### config.mk
export PLATFORM = sky130hd
export DESIGN_NAME = unit_sel_encoder_flat
export DESIGN_NICKNAME = d
export VERILOG_FILES = /design/src/rtl/unit_sel_encoder_if.sv /design/src/rtl/unit_sel_encoder.sv /design/src/flat_wrapper.sv
export SDC_FILE = /design/constraint.sdc
export NUM_CORES = 1
export LEC_CHECK = 0
export ABC_CLOCK_PERIOD_IN_PS = 5300
export CORE_AREA = 2 2 81 64
export CTS_CLUSTER_SIZE = 12
export DETAILED_ROUTE_END_ITERATION = 16
export DIE_AREA = 0 0 83 66
export MAX_ROUTING_LAYER = met4
export PLACE_DENSITY = 0.9
export SLEW_MARGIN = 10
export SYNTH_ARGS = -nofsm -noshare
export SYNTH_HDL_FRONTEND = slang
export SYNTH_SLANG_ARGS = --single-unit
### constraint.sdc
create_clock -name clk -period 5.3 [get_ports clk]
set_input_delay 0.53 -clock clk [delete_from_list [all_inputs] [get_ports clk]]
set_output_delay 0.53 -clock clk [all_outputs]
set_load 0.02 [all_outputs]
### src/rtl/unit_sel_encoder_if.sv
// Handshake bundle between the ALU sub-units, the unit-select encoder and write-back.
// Input side (in_*) is a valid/ready push port; output side (out_*) is a valid/ready pop port.
interface unit_sel_encoder_if #(
  parameter int unsigned N_IN   = 4,
  parameter int unsigned ID_W   = 2,
  parameter int unsigned DATA_W = 16
);
  logic              in_vld;
  logic [N_IN-1:0]   in_onehot;
  logic [DATA_W-1:0] in_data;
  logic              in_rdy;
  logic              out_vld;
  logic [ID_W-1:0]   out_id;
  logic [DATA_W-1:0] out_data;
  logic              out_err;
  logic              out_rdy;

  modport master (
    output in_vld, in_onehot, in_data, out_rdy,
    input  in_rdy, out_vld, out_id, out_data, out_err
  );

  modport slave (
    input  in_vld, in_onehot, in_data, out_rdy,
    output in_rdy, out_vld, out_id, out_data, out_err
  );
endinterface

### src/rtl/unit_sel_encoder.sv
// Encodes one-hot sub-unit done flags into a binary unit ID and queues {id, data, err}
// in a 2-entry buffer toward write-back; also counts accepted malformed flag vectors.
module unit_sel_encoder #(
  parameter int unsigned N_IN      = 4,
  parameter int unsigned ID_W      = 2,
  parameter int unsigned DATA_W    = 16,
  parameter int unsigned ERR_CNT_W = 8
) (
  input  logic                 clk,
  input  logic                 rst_n,
  unit_sel_encoder_if.slave    bus,
  output logic [ERR_CNT_W-1:0] err_cnt
);

  typedef struct packed {
    logic [ID_W-1:0]   id;
    logic [DATA_W-1:0] data;
    logic              err;
  } entry_t;

  typedef enum logic [1:0] {EMPTY, ONE, FULL} state_t;

  state_t                 state_q, state_d;
  entry_t                 head_q, head_d;
  entry_t                 tail_q, tail_d;
  logic                   out_vld_q, out_vld_d;
  logic                   in_rdy_q, in_rdy_d;
  logic [ERR_CNT_W-1:0]   err_cnt_q, err_cnt_d;
  entry_t                 enc_c;
  logic                   push_c, pop_c;

  assign push_c = bus.in_vld && in_rdy_q;
  assign pop_c  = out_vld_q && bus.out_rdy;

  // Priority encoder: lowest set bit wins; anything but exactly one bit flags an error.
  always_comb begin
    logic found;
    logic multi;
    found      = 1'b0;
    multi      = 1'b0;
    enc_c.id   = '0;
    enc_c.data = bus.in_data;
    for (int i = 0; i < int'(N_IN); i++) begin
      if (bus.in_onehot[i]) begin
        if (!found) begin
          enc_c.id = ID_W'(i);
          found    = 1'b1;
        end else begin
          multi = 1'b1;
        end
      end
    end
    enc_c.err = !found || multi;
  end

  // Occupancy FSM; head_q is always the presented entry, cleared when the buffer drains.
  always_comb begin
    state_d   = state_q;
    head_d    = head_q;
    tail_d    = tail_q;
    err_cnt_d = err_cnt_q;
    unique case (state_q)
      EMPTY: begin
        if (push_c) begin
          head_d  = enc_c;
          state_d = ONE;
        end
      end
      ONE: begin
        unique case ({push_c, pop_c})
          2'b10: begin
            tail_d  = enc_c;
            state_d = FULL;
          end
          2'b01: begin
            head_d  = '0;
            state_d = EMPTY;
          end
          2'b11:   head_d = enc_c;
          default: ;
        endcase
      end
      FULL: begin
        if (pop_c) begin
          head_d  = tail_q;
          tail_d  = '0;
          state_d = ONE;
        end
      end
      default: begin
        head_d  = '0;
        tail_d  = '0;
        state_d = EMPTY;
      end
    endcase
    if (push_c && enc_c.err && (err_cnt_q != {ERR_CNT_W{1'b1}})) begin
      err_cnt_d = err_cnt_q + ERR_CNT_W'(1);
    end
    out_vld_d = (state_d != EMPTY);
    in_rdy_d  = (state_d != FULL);
  end

  always_ff @(posedge clk or negedge rst_n) begin
    if (!rst_n) begin
      state_q   <= EMPTY;
      head_q    <= '0;
      tail_q    <= '0;
      out_vld_q <= 1'b0;
      in_rdy_q  <= 1'b1;
      err_cnt_q <= '0;
    end else begin
      state_q   <= state_d;
      head_q    <= head_d;
      tail_q    <= tail_d;
      out_vld_q <= out_vld_d;
      in_rdy_q  <= in_rdy_d;
      err_cnt_q <= err_cnt_d;
    end
  end

  assign bus.in_rdy   = in_rdy_q;
  assign bus.out_vld  = out_vld_q;
  assign bus.out_id   = head_q.id;
  assign bus.out_data = head_q.data;
  assign bus.out_err  = head_q.err;
  assign err_cnt      = err_cnt_q;

endmodule

### src/flat_wrapper.sv
// flat-port wrapper written by rule: the top's interface ports become plain ports
module unit_sel_encoder_flat 
#(
  parameter int unsigned N_IN      = 4,
  parameter int unsigned ID_W      = 2,
  parameter int unsigned DATA_W    = 16,
  parameter int unsigned ERR_CNT_W = 8
)
  (clk, rst_n, err_cnt, bus_in_vld, bus_in_onehot, bus_in_data, bus_out_rdy, bus_in_rdy, bus_out_vld, bus_out_id, bus_out_data, bus_out_err);
  unit_sel_encoder_if #(.N_IN(N_IN), .ID_W(ID_W), .DATA_W(DATA_W)) bus_i ();
  input  logic clk;
  input  logic rst_n;
  output logic [ERR_CNT_W-1:0] err_cnt;
  input wire logic [$bits(bus_i.in_vld)-1:0] bus_in_vld;
  input wire logic [$bits(bus_i.in_onehot)-1:0] bus_in_onehot;
  input wire logic [$bits(bus_i.in_data)-1:0] bus_in_data;
  input wire logic [$bits(bus_i.out_rdy)-1:0] bus_out_rdy;
  output wire logic [$bits(bus_i.in_rdy)-1:0] bus_in_rdy;
  output wire logic [$bits(bus_i.out_vld)-1:0] bus_out_vld;
  output wire logic [$bits(bus_i.out_id)-1:0] bus_out_id;
  output wire logic [$bits(bus_i.out_data)-1:0] bus_out_data;
  output wire logic [$bits(bus_i.out_err)-1:0] bus_out_err;
  assign bus_i.in_vld = bus_in_vld;
  assign bus_i.in_onehot = bus_in_onehot;
  assign bus_i.in_data = bus_in_data;
  assign bus_i.out_rdy = bus_out_rdy;
  assign bus_in_rdy = bus_i.in_rdy;
  assign bus_out_vld = bus_i.out_vld;
  assign bus_out_id = bus_i.out_id;
  assign bus_out_data = bus_i.out_data;
  assign bus_out_err = bus_i.out_err;
  unit_sel_encoder #(.N_IN(N_IN), .ID_W(ID_W), .DATA_W(DATA_W), .ERR_CNT_W(ERR_CNT_W)) u_core (.clk(clk), .rst_n(rst_n), .bus(bus_i), .err_cnt(err_cnt));
endmodule
==> Yosys cells after proc, flatten, opt, wreduce, memory -nomap -nowiden <==
Cells that the tools add are included.
{ "word_totals": {"ff_bits": 50, "input_bits": 24, "out_inout_bits": 29, "word_cells": 60} }
{ "classes": {"n_addsub": 1, "n_eq_ne": 11, "n_mux": 27, "n_bitwise": 1, "reduce_logical": 10} }
{ "ops": {"columns": ["cell", "count"], "rows": [
  ["$pmux 19 s3", 2],
  ["$mux 19", 4],
  ["$pmux 19 s2", 1],
  ["$mux 2", 7],
  ["$mux 1", 11],
  ["$add 8x1->8 const B", 1],
  ["$ne 8x8->1 const B", 1],
  ["$eq 2x2->1 const B", 3],
  ["$ne 2x1->1 const B", 3],
  ["$pmux 2 s3", 1],
  ["$reduce_and 3->1", 2],
  ["$eq 2x1->1 const B", 2],
  ["$logic_and 1x1->1", 4],
  ["$pmux 2 s2", 1],
  ["$ne 3x3->1 const B", 1],
  ["$logic_not 2->1", 1],
  ["$ne 2x2->1 const B", 1],
  ["$reduce_bool 2->1", 1],
  ["$logic_not 1->1", 1],
  ["$logic_or 1x1->1", 1],
  ["$not 1->1", 1]
]} }

==> Longest topological paths before layout <==
{ "depth": {"depth_word": 10, "depth_mapped": 8, "mapped_depth_nobuf": 6} }

==> Least setup slack after synthesis <==
OpenSTA, ideal clock, no wires.
{ "synth_path": {"kind": "input port to flip-flop", "start": "input port bus_in_onehot[0]", "end": "register u_core.err_cnt_q[1] (netlist: u_core.err_cnt[1])", "setup_time_ns": 0.125, "arrival_ns": 1.703, "required_ns": 5.175, "setup_slack_ns": 3.472, "cell_stages": 5, "cell_sequence": "clkbuf_1 xor2_1 o211a_1 nor3_4 mux2_2"} }
{ "synth_via": {"elab_chain_cells": 10} }
{ "synth_lines": {"columns": ["item", "line_no", "rtl"], "rows": [
  ["start, declared", "flat_wrapper.sv:15", "input wire logic [$bits(bus_i.in_onehot)-1:0] bus_in_onehot;"],
  ["$mux 1 *", "unit_sel_encoder.sv:44", "if (bus.in_onehot[i]) begin"],
  ["$mux 1", "unit_sel_encoder.sv:45", "if (!found) begin"],
  ["$mux 1", "unit_sel_encoder.sv:44", null],
  ["$mux 1", "unit_sel_encoder.sv:45", null],
  ["$mux 1", "unit_sel_encoder.sv:44", null],
  ["$mux 1", "unit_sel_encoder.sv:45", null],
  ["$mux 1", "unit_sel_encoder.sv:44", null],
  ["$logic_or 1x1->1 *", "unit_sel_encoder.sv:53", "enc_c.err = !found || multi;"],
  ["$logic_and 1x1->1 * (2 in series)", "unit_sel_encoder.sv:96", "if (push_c && enc_c.err && (err_cnt_q != {ERR_CNT_W{1'b1}})) begin"],
  ["end signal, assigned", "unit_sel_encoder.sv:117", "err_cnt_q <= err_cnt_d;"],
  ["end, declared", "unit_sel_encoder.sv:28", "logic [ERR_CNT_W-1:0] err_cnt_q, err_cnt_d;"]
]} }
Mark *: on every way between the ends. The rest lies on a longest branch, timed or not.
A chain may end at the register's enable or synchronous reset.

==> Worst setup path in the final report <==
{ "layout_path": {"start": "input port bus_in_vld", "end": "register u_core.head_q (netlist bit u_core.bus.out_data[2])"} }
{ "layout_via": {"elab_chain_cells": 4} }
{ "layout_lines": {"columns": ["item", "line_no", "rtl"], "rows": [
  ["start, declared", "flat_wrapper.sv:14", "input wire logic [$bits(bus_i.in_vld)-1:0] bus_in_vld;"],
  ["$logic_and 1x1->1 *", "unit_sel_encoder.sv:32", "assign push_c = bus.in_vld && in_rdy_q;"],
  ["$eq 2x2->1 / $eq 2x1->1 (equally long branches)", "unit_sel_encoder.sv:70", "unique case ({push_c, pop_c})"],
  ["$pmux 19 s2 / $ne 3x3->1 (equally long branches)", null, null],
  ["$pmux 19 s3 / $reduce_and 3->1 (equally long branches)", null, null],
  ["end signal, assigned", "unit_sel_encoder.sv:106", "head_q <= '0;"],
  ["end signal, assigned", "unit_sel_encoder.sv:113", "head_q <= head_d;"],
  ["end, declared", "unit_sel_encoder.sv:24", "entry_t head_q, head_d;"]
]} }
Marks and branches as above.

==> impl_results.md <==
* Status: finished clean
* Final Hold Vio Count at 0
* Ys async rst share at 100%
* Mapped Nets at 284
* Pwr per Cell Area at 577 mW/mm^2
* Ys Warns at 0
* Max Buffers Root-to-Sink at 2
* Nets@finish at 323
* First-pass GRT wire length at 9250 microns
* Least-Margin Pin Slew at 1.20 ns
* CTS sink cnt at 50
* # port buffers at 52
* Post-DR vias/cell at between 5 and 6
* CP required at around 5.5 ns
* Post-synthesis sequential area ratio at 49.9%
* Power Total at 0.00181 W
* Clock Pin Slew Worst Setup and Hold Paths at roughly 0.090 ns
* Area of the mapped netlist at 0.00251 sq mm
* H-tree levels at 2
* RSZ-0062 raised after global routing: false
* Postcts setup bufs at 0
* DR iter-0 viols at 150
* Combinational share of power at 46.2%
* Pleak at 1.32 nW
* CP Capture Type: flip-flop
* Clock root cell: clkbuf_8
* Post-route cell area at around 0.0031 sq mm
* Post-Syn Instances at 259
* Fin crit period at 2.70 ns
* Worst slew margin at 19.6%
* Post-place setup slack at between 2 and 2.5 ns
* Post-CTS Hold Fix Bufs at 0
* Setup ws final at roughly 2.6 ns
* Share of layout cells above drive strength 1 at ~7.4%
* Final setup fails at 0
* Cell family with most CP delay: simple AND/OR/NAND/NOR gates
* Crit path cell chain: clkdlybuf4s50_1 > nand2_1 > nor3_2 > a221o_1
* CP max stage cell: nor3_2
* Most frequent cells in the layout: clkdlybuf4s50_1 (51), dfrtp_1 (49), nand2_1 (41)
* Initial Util at 53.3%
* Drt wl/cell at 15.8 microns
* R2R Path Start: u_core.bus.in_rdy
* Chip width at 83 microns
* Clock Skew at 0.0121 ns
* Top_reg_cell synth: dfrtp_1
* ANT cells at 0
* Max incr delay on CP at 1.14 ns
* Post-synth top area cell: dfrtp_1
* I/O Pins at 53
* Vias in the first global route at 1961
* Max Clk Rate at around 370 MHz
* Dpl hpwl at 3610 microns
* Final TNS setup at 0 ns
* Distinct cell type count of the synthesized netlist at 41
* Sw Share at 40.8%
* Clk pwr share at 15.9%
* Flop pwr share at 37.9%
* Largest net degree at the start of global routing at 51
* Post-route antenna net violation count at 0
* Syn-to-layout area delta at 25.3%
* Buf/Inv on CP at 1
* Post-cts gate resize count at 0
* Num rows at 22
* All-layer global routing usage at 21.7%
* Core ar. at about 0.0047 sq mm
* Area contributors post-synth: dfrtp_1 (49%), a221o_1 (6.4%), nand2_1 (6.1%)
* Startpoint Class: input pin
* Drt drc at 0
* DR vias at 2122
* Sw power at 0.000741 W
* Initial antenna violation count at 0
* Most common cell after layout, fill and taps aside: clkdlybuf4s50_1
* Die Height at about 66 microns
* Worst Path Arrival at 2.93 ns
* Max cap viols at 0
* Flops & latches, synth at 50
* Hold WC Path Type: input pin to async pin
* Internal Power at 0.00107 W
* Critical path peak fanout at 24
* Worst-Skew Late Latency at 0.31 ns
* Mean Syn Cell Area at slightly below 10 sq um
* Top-area cell type share of the netlist area at 48.9%
* Final Max Tran Viols at 0
* Placer congestion estimate at 0.785
* Pre-antenna DRT Iters at 5
* CTS tree: yes
* Maximum VDD drop at approximately 410 uV
* Reg2reg path depth at 3
* Dpl cell area at 0.00302 sq mm
* Final Cycle Share at 50.9%
* EDFF count, synth at 0
* CP Class: input pin to flip-flop
* CTS buffer count at 5
* Die area at 0.00548 sq mm
* Setup slack, reg-to-reg at 2.78 ns
* DRT Wirelength at 5660 microns
* R2R Path End: u_core.bus.out_data[2]
* Final global-route overflow total at 0
[power groups by stage]
stage	combinational (W)	clock [W]	sequential, W
2_1_floorplan	0.000491	0	0.000742
3_3_place_gp	0.000798	0	0.000684
3_5_place_dp	0.000830	0	0.000686
4_1_cts	0.000831	0.000294	0.000682
5_1_grt	0.000913	0.000308	0.000711
6_report	0.000838	0.000289	0.000687
[cell usage after synthesis (all sizes together) (2+ instances only)]
master	number
dfrtp	49
nand2	41
nor2	21
o21ai	21
clkbuf	18
a221o	16
a31oi	16
nor3b	16
xnor2	5
a21oi	4
and3	4
buf	4
inv	4
xor2	4
nand4	3
nor3	3
nor4b	3
a22o	2
a22oi	2
a32oi	2
mux2	2
nand2b	2
o22ai	2
or3	2
[per-stage QoR]
step | hold slack [ns] | std cells | util [%]
2_1_floorplan | 0.234 | 259 | -
3_3_place_gp | 0.462 | 351 | 64.1
3_5_place_dp | 0.471 | 351 | 64.1
4_1_cts | 0.451 | 359 | 66.6
5_1_grt | 0.513 | 359 | 66.8
6_report | 0.428 | 359 | 66.8
[routing by layer]
| metal | track usage [%] | vias up | wire length (microns) | share of wire (%) |
|---|---|---|---|---|
| met5 | - | - | 0 | 0 |
| met4 | 8.61 | 0 | 55 | 0.97 |
| met3 | 4.12 | 11 | 312 | 5.5 |
| met2 | 34.0 | 76 | 2720 | 48 |
| met1 | 28.5 | 1020 | 2570 | 45 |
| li1 | - | 1015 | - | - |
[worst max-delay path by stage]
stage | from | endpoint | slack (ns) | depth (start not counted)
finish | bus_in_vld | u_core.bus.out_data[2] | 2.60 | 4
global route | bus_in_vld | u_core.bus.out_data[2] | 2.41 | 4
CTS | bus_in_vld | u_core.tail_q[5] | 2.53 | 5
detailed placement | bus_in_vld | u_core.tail_q[0] | 2.18 | 6
global placement | bus_in_vld | u_core.tail_q[0] | 2.30 | 6
floorplan | bus_in_onehot[0] | u_core.err_cnt[1] | 3.47 | 5
[cell families after synthesis]
kind of cell | Yosys count | share of synthesized area (%)
AOI/OAI and AO/OA | 70 | 19.8
adders and majority gates | 1 | 0.499
DFF | 50 | 49.9
buffers and inverters | 26 | 4.79
muxes | 3 | 1.30
and+or+nand+nor | 100 | 20.5
xor gates and xnor gates | 9 | 3.14
[registers in the layout, summed over array words and instances, names as in the netlist]
signal / flops
u_core.bus.in_rdy: 1
u_core.tail_q: 19
u_core.bus.out_vld: 1
u_core.bus.out_data: 16
u_core.state_q: 2
u_core.bus.out_err: 1
u_core.bus.out_id: 2
u_core.err_cnt: 8
[cell type report]
type | instances | area, sq um
clock buffer | 6 | 82.6
clock inverter | 2 | 38.8
fill | 366 | 1560
inverter | 4 | 15.0
multi-input combinational | 183 | 1150
sequential | 50 | 1250
tap | 60 | 75.1
timing repair buffer | 54 | 531
Power figures use the tool's default switching activity.
